## src/rtl/bmp_pixel_unpacker_if.sv

```systemverilog
// Word-in / byte-out bus of bmp_pixel_unpacker.
// The slave modport is the unpacker; the master modport is the word source plus byte sink.
interface bmp_pixel_unpacker_if #(
   parameter int FIFO_DEPTH = 4
);
   localparam int LVL_W = $clog2(FIFO_DEPTH) + 1;

   logic [63:0]      textI;
   logic             textI_vld;
   logic [7:0]       byte_data;
   logic             byte_vld;
   logic             byte_rdy;
   logic             byte_last;
   logic             frame_done;
   logic             overflow;
   logic [LVL_W-1:0] fifo_level;

   modport master (
      output textI, textI_vld, byte_rdy,
      input  byte_data, byte_vld, byte_last, frame_done, overflow, fifo_level
   );

   modport slave (
      input  textI, textI_vld, byte_rdy,
      output byte_data, byte_vld, byte_last, frame_done, overflow, fifo_level
   );
endinterface

```

## src/rtl/bmp_pixel_unpacker.sv

```systemverilog
// Buffers decrypted 64-bit words in a small FIFO and streams them out as bytes with frame framing.
// Define BMP_UNPACK_BIG_ENDIAN_EN to emit the most significant byte of each word first.
module bmp_pixel_unpacker #(
   parameter int FIFO_DEPTH  = 4,
   parameter int FRAME_BYTES = 3072
) (
   input logic                 clk,
   input logic                 resetn,
   bmp_pixel_unpacker_if.slave bus
);
   localparam int AW    = $clog2(FIFO_DEPTH);
   localparam int LVL_W = AW + 1;
   localparam int CNT_W = (FRAME_BYTES > 1) ? $clog2(FRAME_BYTES) : 1;

   typedef enum logic {EMPTY = 1'b0, ACTIVE = 1'b1} state_t;

   state_t           state_q, state_d;
   logic [63:0]      mem_q [FIFO_DEPTH];
   logic [AW-1:0]    wr_ptr_q, wr_ptr_d;
   logic [AW-1:0]    rd_ptr_q, rd_ptr_d;
   logic [LVL_W-1:0] level_q, level_d;
   logic [2:0]       idx_q, idx_d;
   logic [CNT_W-1:0] cnt_q, cnt_d;
   logic             overflow_q, overflow_d;
   logic             frame_done_q, frame_done_d;

   logic             full, xfer, pop, wr, drop, cnt_last;
   logic [2:0]       byte_sel;
   logic [63:0]      head_word;

   // A full FIFO still takes a word when the head word leaves on the same edge.
   assign full     = (level_q == LVL_W'(FIFO_DEPTH));
   assign xfer     = (state_q == ACTIVE) && bus.byte_rdy;
   assign pop      = xfer && (idx_q == 3'd7);
   assign wr       = bus.textI_vld && (!full || pop);
   assign drop     = bus.textI_vld && full && !pop;
   assign cnt_last = (cnt_q == CNT_W'(FRAME_BYTES - 1));

   always_comb begin
      wr_ptr_d     = wr_ptr_q;
      rd_ptr_d     = rd_ptr_q;
      idx_d        = idx_q;
      cnt_d        = cnt_q;
      overflow_d   = overflow_q | drop;
      frame_done_d = xfer && cnt_last;
      level_d      = level_q + LVL_W'(wr) - LVL_W'(pop);
      if (wr) begin
         wr_ptr_d = wr_ptr_q + AW'(1);
      end
      if (pop) begin
         rd_ptr_d = rd_ptr_q + AW'(1);
      end
      if (xfer) begin
         idx_d = idx_q + 3'd1;
         cnt_d = cnt_last ? '0 : cnt_q + CNT_W'(1);
      end
   end

   always_comb begin
      state_d = state_q;
      case (state_q)
         EMPTY:   if (wr) state_d = ACTIVE;
         ACTIVE:  if (level_d == '0) state_d = EMPTY;
         default: state_d = EMPTY;
      endcase
   end

   always_ff @(posedge clk) begin
      if (!resetn) begin
         state_q      <= EMPTY;
         wr_ptr_q     <= '0;
         rd_ptr_q     <= '0;
         level_q      <= '0;
         idx_q        <= '0;
         cnt_q        <= '0;
         overflow_q   <= 1'b0;
         frame_done_q <= 1'b0;
      end else begin
         state_q      <= state_d;
         wr_ptr_q     <= wr_ptr_d;
         rd_ptr_q     <= rd_ptr_d;
         level_q      <= level_d;
         idx_q        <= idx_d;
         cnt_q        <= cnt_d;
         overflow_q   <= overflow_d;
         frame_done_q <= frame_done_d;
      end
   end

   // Word storage carries no reset; the pointers alone define what is valid.
   always_ff @(posedge clk) begin
      if (resetn && wr) begin
         mem_q[wr_ptr_q] <= bus.textI;
      end
   end

`ifdef BMP_UNPACK_BIG_ENDIAN_EN
   assign byte_sel = ~idx_q;
`else
   assign byte_sel = idx_q;
`endif

   assign head_word      = mem_q[rd_ptr_q];
   assign bus.byte_data  = head_word[{byte_sel, 3'b000} +: 8];
   assign bus.byte_vld   = (state_q == ACTIVE);
   assign bus.byte_last  = (state_q == ACTIVE) && cnt_last;
   assign bus.frame_done = frame_done_q;
   assign bus.overflow   = overflow_q;
   assign bus.fifo_level = level_q;
endmodule

```

## src/flat_wrapper.sv

```systemverilog
// flat-port wrapper written by rule: the top's interface ports become plain ports
module bmp_pixel_unpacker_flat 
#(
   parameter int FIFO_DEPTH  = 4,
   parameter int FRAME_BYTES = 3072
)
  (clk, resetn, bus_textI, bus_textI_vld, bus_byte_rdy, bus_byte_data, bus_byte_vld, bus_byte_last, bus_frame_done, bus_overflow, bus_fifo_level);
  bmp_pixel_unpacker_if #(.FIFO_DEPTH(FIFO_DEPTH)) bus_i ();
  input logic clk;
  input logic resetn;
  input wire logic [$bits(bus_i.textI)-1:0] bus_textI;
  input wire logic [$bits(bus_i.textI_vld)-1:0] bus_textI_vld;
  input wire logic [$bits(bus_i.byte_rdy)-1:0] bus_byte_rdy;
  output wire logic [$bits(bus_i.byte_data)-1:0] bus_byte_data;
  output wire logic [$bits(bus_i.byte_vld)-1:0] bus_byte_vld;
  output wire logic [$bits(bus_i.byte_last)-1:0] bus_byte_last;
  output wire logic [$bits(bus_i.frame_done)-1:0] bus_frame_done;
  output wire logic [$bits(bus_i.overflow)-1:0] bus_overflow;
  output wire logic [$bits(bus_i.fifo_level)-1:0] bus_fifo_level;
  assign bus_i.textI = bus_textI;
  assign bus_i.textI_vld = bus_textI_vld;
  assign bus_i.byte_rdy = bus_byte_rdy;
  assign bus_byte_data = bus_i.byte_data;
  assign bus_byte_vld = bus_i.byte_vld;
  assign bus_byte_last = bus_i.byte_last;
  assign bus_frame_done = bus_i.frame_done;
  assign bus_overflow = bus_i.overflow;
  assign bus_fifo_level = bus_i.fifo_level;
  bmp_pixel_unpacker #(.FIFO_DEPTH(FIFO_DEPTH), .FRAME_BYTES(FRAME_BYTES)) u_core (.clk(clk), .resetn(resetn), .bus(bus_i));
endmodule
```

## config.mk

```make
export PLATFORM = sky130hd
export DESIGN_NAME = bmp_pixel_unpacker_flat
export DESIGN_NICKNAME = d
export VERILOG_FILES = /design/src/rtl/bmp_pixel_unpacker_if.sv /design/src/rtl/bmp_pixel_unpacker.sv /design/src/flat_wrapper.sv
export SDC_FILE = /design/constraint.sdc
export NUM_CORES = 1
export LEC_CHECK = 0
export ABC_AREA = 1
export ABC_CLOCK_PERIOD_IN_PS = 6100
export BUFFER_PORTS_ARGS = -buffer_cell sky130_fd_sc_hd__buf_2
export CAP_MARGIN = 20
export CORE_AREA = 2 2 146 148
export CTS_CLUSTER_SIZE = 14
export DETAILED_ROUTE_END_ITERATION = 8
export DIE_AREA = 0 0 148 150
export MAX_ROUTING_LAYER = met4
export PLACE_DENSITY = 0.87
export SYNTH_ARGS = -nofsm -noshare
export SYNTH_HDL_FRONTEND = slang
export SYNTH_SLANG_ARGS = --single-unit
```

## constraint.sdc

```tcl
create_clock -name clk -period 6.1 [get_ports clk]
set_input_delay 0.305 -clock clk [delete_from_list [all_inputs] [get_ports clk]]
set_output_delay 0.305 -clock clk [all_outputs]
set_load 0.02 [all_outputs]
```

After elaboration in Yosys (flattened, before gate mapping)
Memory sizes are Yosys's and may differ from the RTL's. A register that Yosys moved wholly into a read port is not among the register bits.
Index checks and enable logic that the tools add are counted.

word-level totals
  memories kept = 1
  latch bits = 0
  register bits after elaboration = 25
  bits in writable memories = 256
  word-level logic and storage cells = 41
  bits of input ports = 68
  memory bits (read-only) = 0

operators by class
  $mul = 0
  $add $sub $neg = 6
  equal/unequal tests = 3
  shifts and indexed selects = 1
  reductions and logical operators = 12
  bitwise operators = 2
  mux-type cells = 8
  $lt $le $gt $ge = 0
  div/mod/pow operators = 0

memory list
  memory        depth  bits a word  rd ports  clocked after Yosys merged registers in  wr ports  RTL line                  text
  u_core.mem_q  4      64           1         1                                        1         bmp_pixel_unpacker.sv:18  logic [63:0] mem_q [FIFO_DEPTH];

operators by type and width
  operator                                                          number
  64-bit by 7-bit indexed part select with 8-bit output             1
  12-bit by 1-bit adder with 12-bit output (second input constant)  1
  12-bit == test (second input constant)                            1
  12-bit two-way mux                                                1
  1-bit logical AND                                                 8
  3-bit == test (second input constant)                             2
  2-bit by 1-bit adder with 2-bit output (second input constant)    2
  1-bit two-way mux                                                 4
  2-bit two-way mux                                                 2
  3-bit by 1-bit adder with 3-bit output                            1
  3-bit by 1-bit adder with 3-bit output (second input constant)    1
  3-bit zero test                                                   1
  3-bit by 1-bit subtractor with 3-bit output                       1
  1-bit zero test                                                   2
  1-bit one-hot mux with 2 select lines                             1
  1-bit logical OR                                                  1
  1-bit inverter                                                    1
  1-bit OR                                                          1

Logic depth before layout (Yosys ltp)
Gate-level depths: netlist (run 1).

  depth after elaboration = 9
  mapped depth = 13

Least setup slack after synthesis (run 1)
No wires, ideal clock.

  kind = register -> register
  start = register u_core.state_q, in the netlist u_core.bus.byte_vld
  end = memory u_core.mem_q[0][0], enable pin
  path slack = 1801 ps
  arrival time = 3812 ps
  required time = 5614 ps
  library setup time = 486 ps
  stages on the path, launching flop included = 7
  clock period less this slack = 4299 ps
  path through = dfxtp_1 nand2_4 nor2_4 nor3_2 nor2_4 nand2_1 nor2_1

on the way
  longest elaborated chain between the ends = 7

ends and longest elaborated chain
  item                                     RTL line                  text
  start: declaration                       bmp_pixel_unpacker.sv:17  state_t state_q, state_d;
  start signal: assignment                 bmp_pixel_unpacker.sv:79  state_q <= state_d;
  1-bit logical AND                        bmp_pixel_unpacker.sv:33  assign xfer = (state_q == ACTIVE) && bus.byte_rdy;
  1-bit logical AND                        bmp_pixel_unpacker.sv:34  assign pop = xfer && (idx_q == 3'd7);
  1-bit logical OR                         bmp_pixel_unpacker.sv:35  assign wr = bus.textI_vld && (!full || pop);
  1-bit logical AND                        bmp_pixel_unpacker.sv:35
  net u_core.wr                            bmp_pixel_unpacker.sv:27  logic full, xfer, pop, wr, drop, cnt_last;
  1-bit logical AND                        bmp_pixel_unpacker.sv:92  if (resetn && wr) begin
  1-bit two-way mux                        bmp_pixel_unpacker.sv:92
  1-bit two-way mux (implied by the code)  bmp_pixel_unpacker.sv:93  mem_q[wr_ptr_q] <= bus.textI;
  end: declaration                         bmp_pixel_unpacker.sv:18

The timed path passes the listed nets, and every way through them passes these cells.

Worst setup path after layout (run 1)
  start = register u_core.idx_q[1], in the netlist u_core.byte_sel[1]
  end = memory u_core.mem_q[2][47], enable pin

on the way
  longest elaborated chain between the ends = 7

ends and longest elaborated chain
  item                                     RTL line                  text
  start: declaration                       bmp_pixel_unpacker.sv:22  logic [2:0] idx_q, idx_d;
  start signal: assignment                 bmp_pixel_unpacker.sv:83  idx_q <= idx_d;
  3-bit == test                            bmp_pixel_unpacker.sv:34
  1-bit logical AND                        bmp_pixel_unpacker.sv:34
  1-bit logical OR                         bmp_pixel_unpacker.sv:35
  1-bit logical AND                        bmp_pixel_unpacker.sv:35
  net u_core.wr                            bmp_pixel_unpacker.sv:27
  1-bit logical AND                        bmp_pixel_unpacker.sv:92
  1-bit two-way mux                        bmp_pixel_unpacker.sv:92
  1-bit two-way mux (implied by the code)  bmp_pixel_unpacker.sv:93

The timed path passes the listed nets, and every way through them passes these cells.

==> metrics.md, run 1 <==
| Metric | Value |
|---|---|
| Design area | 13,440 µm² |
| Clock Sinks | 283 |
| Req. time, crit path | 6.26 ns |
| Chip height | 150 µm |
| Post-place setup slack | 2.413 ns |
| Yosys top cell area share | 0.6550 |
| Post-CTS Repair Setup Buffers | 0 |
| Largest stage delay on the critical path | 0.82 ns |
| TritonRoute pass-1 iters | 6 |
| Sequential cell area | 8233 µm² |
| CP Max Fanout | 34 |
| Minimum clock period | 3.669 ns |
| Final setup viols | 0 |
| Initial DRC Count | 939 |
| Clock latency on the worst-skew pair | 0.53 ns |
| NumNets Final | 1,212 |
| Critical Path Source Type | flop |
| Status | finished, final reports clean |
| Yosys top cell by area | edfxtp_1 |
| Slew Limit Fails | 0 |
| Slowest CP cell | nor2_4 |
| Share of post-route cells with drive strength above 1 | 0.1333 |
| Setup TNS Final | 0 ns |
| #FFs+latches synth | 283 |
| Ys flop type | edfxtp_1 |
| Slew HR | 0.2501 |
| Grt ovf | 0 |
| Ranking of synthesized cells by area | edfxtp_1, nand2_1, nand3_1, dfxtp_1, buf_6 |
| CTS Hold Bufs | 33 |
| CP most frequent cell | nor2_4 |
| CTS root buf | clkbuf_16 |
| Placement Cell Area | 12,210 µm² |
| Pin count of the biggest net entering global routing | 105 |
| Power density cells | 314.5 nW/µm² |
| Total number of vias | 8,026 |
| Mean Syn Cell Area | 11.38 µm² |
| First-pass GRT wire length | 40,820 µm |
| Residual DRC | 0 |
| Final core utilization | 0.6495 |
| Worst-margin pin slew | 1.125 ns |
| WL per Instance | 18.03 µm |
| Final worst-path cycle share | 0.6015 |
| Final hold vios | 0 |
| Top Ports | 83 |
| CTS clock-pin slew for the worst setup and hold paths | 0.06 ns |
| Peak supply drop | 241.6 µV |
| DRT Wirelength | 25,800 µm |
| Setup crit end kind | flop |
| DR vias/cell | 5.609 |
| Area of the multi-input gates | 3005 µm² |
| DP HPWL | 15,200 µm |
| Worst Clk Skew | 0.01337 ns |
| Die area | 22,200 µm² |
| Die width | 148 µm |
| Area grow syn2layout | 14.50% |
| Max Clk Rate | 0.2725 GHz |
| Async set-reset flop share out of synthesis | 0 |
| Crit path DAT | 3.83 ns |
| CTS max path bufs | 3 |
| Initial antenna violation count | 0 |
| All-Layer GR Usage | 0.2430 |
| Yosys cell types | 34 |
| Total power | 0.004227 W |
| Cts repair resizes | 0 |
| CTS tree | built |
| PortBufs | 82 |
| # rows | 53 |
| Hold Path Class | input port to flop |
| Post-Synthesis Cells | 1,031 |
| Mapped cell area | 11,740 µm² |
| Final Worst Setup Slack | 2.431 ns |
| Synth warn | 0 |
| H-tree lvl count | 1 |
| Num CTS Buffers | 27 |
| Crit path max-delay family | simple AND/OR/NAND/NOR gates |
| GP Congestion | 0.8394 |
| Net Count, Synth | 1,108 |
| Filler cell count | 1,532 |
| CP Cell Sequence | ha_1, ha_1, inv_1, nor2_4, nor3_2, nor2_4, nand2_1, nor2_4, buf_4 |
| Core region area | 20,690 µm² |
| Number of global-route vias before repair | 8,052 |
| Kind of critical path | flop to flop |
| Post-synth EDFFs | 256 |
| Initial Utilization | 0.5672 |
| Antenna Nets Post-Route | 0 |
| Max Cap Viol | 0 |
| Sequential area share after synthesis | 0.7011 |
| RSZ-0062 raised after global routing | false |
| CP Buf/Inv Count | 2 |
| LEAKAGE | 5.154 nW |
registers in the layout (all words and copies together) (netlist names), named ones only:
| register | count |
|---|---|
| u_core.bus.byte_vld | 1 |
| u_core.bus.fifo_level | 3 |
| u_core.bus.frame_done | 1 |
| u_core.bus.overflow | 1 |
| u_core.byte_sel | 3 |
| u_core.cnt_q | 12 |
| u_core.mem_q | 256 |
| u_core.rd_ptr_q | 2 |
| u_core.wr_ptr_q | 2 |
metrics by stage:
stage / hold WS [ns] / cells
2_1_floorplan: 0.4039 / 1031
3_3_place_gp: 0.4518 / 1345
3_5_place_dp: 0.4723 / 1346
4_1_cts: 0.001056 / 1428
5_1_grt: 0.004208 / 1430
6_report: 0.009952 / 1431
where the power goes:
| part | internal [W] | total [W] | switching (W) |
|---|---|---|---|
| registers | 0.00221 | 0.00224 | 0.0000332 |
| logic | 0.000114 | 0.000363 | 0.000249 |
| clock network | 0.000943 | 0.00162 | 0.000680 |
| total | 0.00326 | 0.00423 | 0.000963 |
cell families after synthesis:
| group | after synthesis | synth area share |
|---|---|---|
| AOI/OAI and AO/OA | 23 | 0.01023 |
| and+or+nand+nor | 625 | 0.2286 |
| xor gates and xnor gates | 6 | 0.004478 |
| buffers and inverters | 85 | 0.04542 |
| adders and majority gates | 9 | 0.01023 |
| DFF | 283 | 0.7011 |
routing by layer:
layer  GRT usage  vias to the layer above  part of all wire
met5           -                        -                 0
met4     0.08857                        0             0.031
met3     0.02988                       64             0.069
met2      0.4116                      368              0.51
met1      0.3044                     3834              0.39
li1            -                     3760                 -
synthesized netlist by cell type (2+ instances only):
library cell	instances
nand3_1	194
xor2_1	4
edfxtp_1	256
o21ai_0	12
nor2_1	34
buf_1	5
a21oi_1	8
inv_2	2
ha_1	8
nand2_4	2
inv_1	25
clkbuf_1	7
xnor2_1	2
nand4_1	4
buf_2	13
nor3b_1	2
nor2_4	3
buf_4	4
dfxtp_1	27
nand2_1	379
clkinv_1	4
buf_6	24
path summary, 6_finish.rpt:
kind | start | endpoint | cells after the start | slack (ns)
max | u_core.byte_sel[1] | u_core.mem_q[2][47] | 9 | 2.43
min | bus_textI[7] | u_core.mem_q[3][7] | 1 | 0.01
max reg2reg | u_core.byte_sel[1] | u_core.mem_q[2][47] | 9 | 2.43
min reg2reg | u_core.cnt_q[9] | u_core.cnt_q[9] | 2 | 0.48
cell type report:
| cell class | count | share of cell area |
|---|---|---|
| multi-input cells | 663 | 0.2236 |
| flip-flops and latches | 283 | 0.6127 |
| clock inverters | 13 | 0.008473 |
| well taps | 275 | 0.02561 |
| clock buffers | 36 | 0.05577 |
| inverters | 32 | 0.009218 |
| diodes | 1 | 0.0001862 |
| repair buffers | 128 | 0.06443 |
cells in the final DEF (no fill, tap or decap), drive strengths merged, types with 2 or more instances in the layout:
cell         netlist  final
a21oi              8      8
buf               46     94
bufinv             0      2
clkbuf             7     36
clkinv             4     15
dfxtp             27     27
dlygate4sd3        0     34
edfxtp           256    256
ha                 8      8
inv               28     27
nand2            382    382
nand3            194    194
nand4              5      5
nor2              37     37
nor3               3      3
nor3b              2      2
o21ai             14     14
xnor2              2      2
xor2               4      4
Note: power is estimated with default switching activity, not from simulation.
==> inputs of run 2 (changes only) <==
--- a/config.mk
+++ b/config.mk
@@ -5,8 +5,8 @@
 export SDC_FILE = /design/constraint.sdc
 export NUM_CORES = 1
 export LEC_CHECK = 0
-export ABC_AREA = 1
-export ABC_CLOCK_PERIOD_IN_PS = 6100
+export ABC_AREA = 0
+export ABC_CLOCK_PERIOD_IN_PS = 3000
 export BUFFER_PORTS_ARGS = -buffer_cell sky130_fd_sc_hd__buf_2
 export CAP_MARGIN = 20
 export CORE_AREA = 2 2 146 148
@@ -14,7 +14,7 @@
 export DETAILED_ROUTE_END_ITERATION = 8
 export DIE_AREA = 0 0 148 150
 export MAX_ROUTING_LAYER = met4
-export PLACE_DENSITY = 0.87
+export PLACE_DENSITY = 0.85
 export SYNTH_ARGS = -nofsm -noshare
 export SYNTH_HDL_FRONTEND = slang
 export SYNTH_SLANG_ARGS = --single-unit
==> constraint.sdc (replaced) <==
create_clock -name clk -period 3 [get_ports clk]
set_input_delay 0.15 -clock clk [delete_from_list [all_inputs] [get_ports clk]]
set_output_delay 0.15 -clock clk [all_outputs]
set_load 0.02 [all_outputs]
==> run 2 against run 1 <==
Worst setup slack got worse by 2.3 ns. Register-to-register slack lost 2.2 ns. Sequential cell count is the same. First-iteration DRC count decreased by 59%. Design area is 1.4% lower. Clock power rose by 99%. Sequential share of layout area is 0.87 points higher. Final cell count down 33%. Critical path depth fell by 4. Synthesized cell count is 52% lower. Count of clock-buffer cells in the layout increased by 6. Total power is 100% higher.
==> metrics.md, run 2 <==
| Metric | Value |
|---|---|
| Post-synth EDFFs | 256 |
| Residual DRC | 0 |
| Pin count of the biggest net entering global routing | 65 |
| Yosys top cell area share | 0.7059 |
| DRT Wirelength | 22,850 µm |
| Mapped cell area | 10,890 µm² |
| Setup TNS Final | 0 ns |
| Sequential cell area | 8233 µm² |
| Top cells by count, synth | edfxtp_1, mux4_2, dfxtp_1 |
| CTS clock-pin slew for the worst setup and hold paths | 0.06 ns |
| Final core utilization | 0.6404 |
| Largest family of logic cells by synthesized area | multiplexers |
| #FFs+latches synth | 283 |
| Area of the multi-input gates | 2531 µm² |
| Status | finished, final reports clean |
| Final setup viols | 0 |
| Mean Syn Cell Area | 22.09 µm² |
| H-tree lvl count | 1 |
| Critical Path Source Type | flop |
| Post-synthesis adder-cell area fraction | 0.01103 |
| TritonRoute pass-1 iters | 5 |
| Filler cell count | 1,359 |
| Minimum clock period | 2.915 ns |
| NumNets Final | 744 |
| Power density cells | 647.1 nW/µm² |
| CTS tree | built |
| First-pass GRT wire length | 34,970 µm |
| Total power | 0.008573 W |
| Async set-reset flop share out of synthesis | 0 |
| Ys flop type | edfxtp_1 |
| Synth warn | 0 |
| WL per Instance | 23.68 µm |
| DR vias/cell | 5.737 |
| PortBufs | 82 |
| Post-Synthesis Cells | 493 |
| Antenna Nets Post-Route | 0 |
| Clock latency on the worst-skew pair | 0.54 ns |
| Max Cap Viol | 0 |
| Hold Path Class | input port to flop |
| CP Max Fanout | 27 |
| Sequential area share after synthesis | 0.7555 |
| Final worst-path cycle share | 0.9717 |
| Peak supply drop | 587.3 µV |
| RSZ-0062 raised after global routing | true |
| CTS max path bufs | 3 |
| Commonest cells after routing, fill and taps aside | edfxtp_1, buf_2, mux4_2 |
| All-Layer GR Usage | 0.2179 |
| Share of post-route cells with drive strength above 1 | 0.3401 |
| Final hold vios | 0 |
| Biggest regs | u_core.mem_q (256), u_core.cnt_q (12) |
| Placement Cell Area | 11,710 µm² |
| Setup crit end kind | output pin |
| Num CTS Buffers | 28 |
| Net Count, Synth | 570 |
| Total number of vias | 5,536 |
| Multiplexer area fraction after synthesis | 0.1746 |
| Initial Utilization | 0.5264 |
| Worst Clk Skew | 0.01207 ns |
| Max Clk Rate | 0.3431 GHz |
| Area grow syn2layout | 21.66% |
| Core region area | 20,690 µm² |
| Grt ovf | 0 |
| GP Congestion | 0.7586 |
| Fin cells | 965 |
| Kind of critical path | flop to output pin |
| Initial antenna violation count | 5 |
| Placed cells | 844 |
| Req. time, crit path | 2.85 ns |
| Number of global-route vias before repair | 5,871 |
| DP HPWL | 13,150 µm |
| Largest register FFs | 256 |
| Simple-Gate Fraction of Synth Area | 0.02528 |
| Crit path DAT | 2.76 ns |
| CTS root buf | clkbuf_16 |
| Top Ports | 83 |
| LEAKAGE | 4.355 nW |
| Top reg by flops | u_core.mem_q |
| Clock Sinks | 283 |
| Top-count cell post-synth | edfxtp_1 |
| Slew HR | 0.4601 |
| Ranking of synthesized cells by area | edfxtp_1, mux4_2, dfxtp_1, ha_1, mux2_2 |
| Compound-cell area share of the yosys netlist | 0.008157 |
| Slew Limit Fails | 0 |
| Die width | 148 µm |
| Design area | 13,250 µm² |
| Commonest non-fill, non-tap cell in the layout | edfxtp_1 |
| Worst-margin pin slew | 0.8012 ns |
| Yosys cell types | 35 |
| Chip height | 150 µm |
| # rows | 53 |
| Die area | 22,200 µm² |
| Initial DRC Count | 382 |
| Yosys top cell by area | edfxtp_1 |
| Post-Synth XOR/XNOR Area | 0.01287 |
[run 2: changes by cell type in the layout (fill, tap and decap cells not counted), sizes merged, moves of 5 or more]
cell | before | now
nand2 | 382 | 13
nand3 | 194 | 4
mux4 | 0 | 80
inv | 27 | 7
clkbuf | 36 | 42
o21ai | 14 | 0
buf | 94 | 99
mux2 | 0 | 8
clkinv | 15 | 5
dlygate4sd3 | 34 | 66
nor2 | 37 | 19
xnor2 | 2 | 8
[run 2: path summary, 6_finish.rpt]
path | startpoint | endpoint | slack [ns] | cells after the start
max | flop | bus_byte_data[4] | 0.09 | 5
min | bus_byte_rdy | u_core.byte_sel[2] | 0.08 | 4
max reg2reg | u_core.byte_sel[1] | u_core.bus.byte_vld | 0.26 | 11
min reg2reg | u_core.cnt_q[9] | u_core.cnt_q[9] | 0.50 | 2
[run 2: layout make-up]
class / count / share of cell area
tap: 275 / 0.02597
multi-input combinational: 182 / 0.1910
clock inverter: 6 / 0.002266
inverter: 7 / 0.001983
antenna: 5 / 0.0009444
timing repair buffer: 165 / 0.09481
clock buffer: 42 / 0.06157
sequential: 283 / 0.6214
[run 2: per-stage QoR]
step                      hold slack (ns)  setup WS [ns]
after floorplan                    0.2489         0.3500
after global placement             0.3596         0.4697
after detailed placement           0.3675         0.3084
after CTS                         0.05836        0.07962
after global routing               0.1010      -0.002483
final                             0.08199        0.08501
[run 2: cell families (layout without fill, tap and decap cells)]
logic type               count (synthesis)  count (layout)
AND/OR/NAND/NOR                         56              56
buffers and inverters                   28             220
multiplexers                            89              89
other                                    0               5
XOR/XNOR                                16              16
flip-flops                             283             283
adder cells (fa/ha/maj)                  9               9
AO/OA/AOI/OAI                           12              12
[run 2: where the power goes]
group	internal (W)	switching, W	leakage, nW
Combinational	0.000336	0.000400	1.40
Sequential	0.00453	0.0000792	2.54
Clock	0.00186	0.00137	0.416
Total	0.00673	0.00185	4.35
[run 2: what timing repair did]
action                                  CTS  global route
hold buffers                             66             0
hold endpoints to repair                259             0
endpoints found under the setup margin    8             1
setup buffers                             2             0
gates resized for setup                   0             1
[run 2: per-layer routing]
metal  wire (µm)  vias to the layer above  global-route usage
met5           0                        -                   -
met4         765                        0             0.07429
met3        1513                       53             0.04543
met2       11830                      218              0.3523
met1        8740                     2863              0.2801
li1            -                     2402                   -
[run 2: critical path: stages, from the launching register on]
cell	delay, ns
dfxtp_4	0.41
buf_16	0.25
mux4_2	0.58
mux4_2	0.53
mux2_2	0.28
buf_2	0.16
==> inputs of run 3 (changes only) <==
--- a/config.mk
+++ b/config.mk
@@ -5,16 +5,15 @@
 export SDC_FILE = /design/constraint.sdc
 export NUM_CORES = 1
 export LEC_CHECK = 0
-export ABC_AREA = 0
 export ABC_CLOCK_PERIOD_IN_PS = 3000
 export BUFFER_PORTS_ARGS = -buffer_cell sky130_fd_sc_hd__buf_2
 export CAP_MARGIN = 20
-export CORE_AREA = 2 2 146 148
+export CORE_AREA = 2 2 169 171
 export CTS_CLUSTER_SIZE = 14
 export DETAILED_ROUTE_END_ITERATION = 8
-export DIE_AREA = 0 0 148 150
+export DIE_AREA = 0 0 171 173
 export MAX_ROUTING_LAYER = met4
-export PLACE_DENSITY = 0.85
+export PLACE_DENSITY = 0.69
 export SYNTH_ARGS = -nofsm -noshare
 export SYNTH_HDL_FRONTEND = slang
 export SYNTH_SLANG_ARGS = --single-unit
==> run 3 against run 2 <==
Sequential power about the same. Utilization decreased by 15 points. Register-to-register slack improved by 0.11 ns. Worst hold slack got worse by 0.033 ns. Non-clock buffer count increased by 1. Sequential share of layout area decreased by 1.2 points. First-iteration DRC count increased by 15%. Sequential cell count unchanged. Total power increased by 3.5%. Via count decreased by 2.0%. Highest routed layer unchanged.
==> metrics.md, run 3 (synthesis gave the netlist of run 2 again) <==
| Metric | Value |
|---|---|
| Initial DRC Count | 438 |
| Total number of vias | 5,427 |
| All-Layer GR Usage | 0.1530 |
| RSZ-0062 raised after global routing | true |
| Grt ovf | 0 |
| Clock Sinks | 283 |
| Pin count of the biggest net entering global routing | 49 |
| Initial Utilization | 0.3942 |
| Core region area | 27,630 µm² |
| Minimum clock period | 2.918 ns |
| TritonRoute pass-1 iters | 5 |
| Largest stage delay on the critical path | 0.54 ns |
| Fin Hold WS | 0.04942 ns |
| CP most frequent cell | mux4_2 |
| CTS root buf | clkbuf_16 |
| CTS clock-pin slew for the worst setup and hold paths | 0.06 ns |
| Die area | 29,580 µm² |
| Crit path max-delay family | multiplexers |
| Req. time, crit path | 2.85 ns |
| Initial antenna violation count | 3 |
| CP Cell Sequence | buf_12, mux4_2, mux4_2, mux2_2, buf_2 |
| PortBufs | 82 |
| H-tree lvl count | 1 |
| NumNets Final | 746 |
| Worst-margin pin slew | 0.7263 ns |
| Max Cap Viol | 0 |
| Num CTS Buffers | 29 |
| GP Congestion | 0.7355 |
| Area grow syn2layout | 24.18% |
| Power density cells | 655.8 nW/µm² |
| First-pass GRT wire length | 33,750 µm |
| Crit path DAT | 2.77 ns |
| Status | finished, final reports clean |
| Placement Cell Area | 11,880 µm² |
| Number of global-route vias before repair | 5,837 |
| Clock power share | 0.398 |
| Top Ports | 83 |
| Final hold vios | 0 |
| Slowest CP cell | mux4_2 |
| DR vias/cell | 5.063 |
| Worst Clk Skew | 0.006881 ns |
| # rows | 61 |
| Largest register FFs | 256 |
| DRT Wirelength | 21,480 µm |
| DP HPWL | 13,710 µm |
| Internal power | 0.006993 W |
| Min-delay src | bus_byte_rdy |
| Filler cell count | 2,277 |
| CTS max path bufs | 3 |
| Final worst-path cycle share | 0.9728 |
| Share of post-route cells with drive strength above 1 | 0.3415 |
| Biggest regs | u_core.mem_q (256), u_core.cnt_q (12) |
| WL per Instance | 20.04 µm |
| Comb power frac | 0.083 |
| Placed cells | 948 |
| Setup crit end kind | output pin |
| Design area | 13,520 µm² |
| Peak supply drop | 433.6 µV |
| CP Max Fanout | 24 |
| P_sw | 0.001877 W |
| Hold Path Class | input port to flop |
| CTS tree | built |
| Antenna Nets Post-Route | 0 |
| Switching Fraction | 0.2116 |
| Residual DRC | 0 |
| Fin cells | 1,072 |
| Commonest cells after routing, fill and taps aside | edfxtp_1, buf_2, mux4_2 |
| Slew HR | 0.5105 |
| Final setup viols | 0 |
| Setup TNS Final | 0 ns |
| Critical Path Source Type | flop |
| Clock latency on the worst-skew pair | 0.54 ns |
| Max Clk Rate | 0.3427 GHz |
| Kind of critical path | flop to output pin |
| CP Buf/Inv Count | 2 |
| Slew Limit Fails | 0 |
| Chip height | 173 µm |
| Die width | 171 µm |
| Commonest non-fill, non-tap cell in the layout | edfxtp_1 |
| Sequential share of power | 0.518 |
| R2r startpoint | u_core.byte_sel[0] |
| Top reg by flops | u_core.mem_q |
| LEAKAGE | 4.420 nW |
==> run 3: cell types whose count changed in the layout (fill, tap and decap cells not counted), moves of 2 or more <==
cell | before | now
clkinv_2 | 3 | 5
inv_6 | 0 | 2
buf_4 | 13 | 10
clkinv_1 | 2 | 8
clkbuf_8 | 3 | 0
clkbuf_4 | 3 | 0
diode_2 | 5 | 3
bufinv_16 | 0 | 4
buf_12 | 3 | 7
clkbuf_1 | 7 | 4
==> run 3: stage by stage <==
stage	total power (W)	util	worst slack [ns]
CTS	0.008964	0.4891	0.02968
finish	0.008869	0.4895	0.08158
floorplan	0.005064	-	0.3500
detailed placement	0.005361	0.4300	0.3822
global placement	0.005322	0.4300	0.4649
global route	0.009190	0.4895	-0.02378
==> run 3: area by class of cell <==
type	instances	area [µm²]	share of cell area
timing repair buffer	166	1297	0.09594
inverter	7	26.28	0.001943
tap	378	473.0	0.03497
sequential	283	8235	0.6089
clock inverter	20	212.7	0.01573
antenna	3	7.507	0.0005551
clock buffer	33	740.7	0.05477
multi-input combinational	182	2531	0.1872
==> run 3: power by group through the flow <==
stage / Combinational [W] / Clock [W] / Sequential, W
detailed placement: 0.000679 / 0 / 0.00468
floorplan: 0.000380 / 0 / 0.00468
finish: 0.000739 / 0.00353 / 0.00460
global placement: 0.000654 / 0 / 0.00467
global route: 0.000807 / 0.00377 / 0.00461
CTS: 0.000755 / 0.00361 / 0.00460
==> run 3: per-layer routing <==
metal	global-route usage	up-vias	wire length [µm]
met5	-	-	0
met4	0.03249	0	310
met3	0.02747	31	1132
met2	0.2404	166	10700
met1	0.2110	2824	9337
li1	-	2406	-
==> run 3: final timing paths <==
check / slack [ns] / cells past startpoint / to
worst max-delay path: 0.08 / 5 / bus_byte_data[1]
worst min-delay path: 0.05 / 4 / u_core.byte_sel[2]
worst max register to register: 0.37 / 11 / u_core.bus.byte_vld
worst min register to register: 0.49 / 2 / u_core.cnt_q[9]
==> run 3: worst register-to-register path: cells and delay by family (launching register included) <==
kind	cells	cell delay (ns)
adder cells (fa/ha/maj)	4	0.91
AO/OA/AOI/OAI	2	0.61
flip-flops	1	0.34
AND/OR/NAND/NOR	2	0.30
XOR/XNOR	2	0.30
buffers and inverters	1	0.06
==> run 3: what timing repair did <==
item	in CTS	in global routing
endpoints found under the setup margin	8	6
endpoints found under the hold margin	265	0
buffers inserted	2	0
hold buffers	66	0
resized for setup	1	1
cloned	0	0
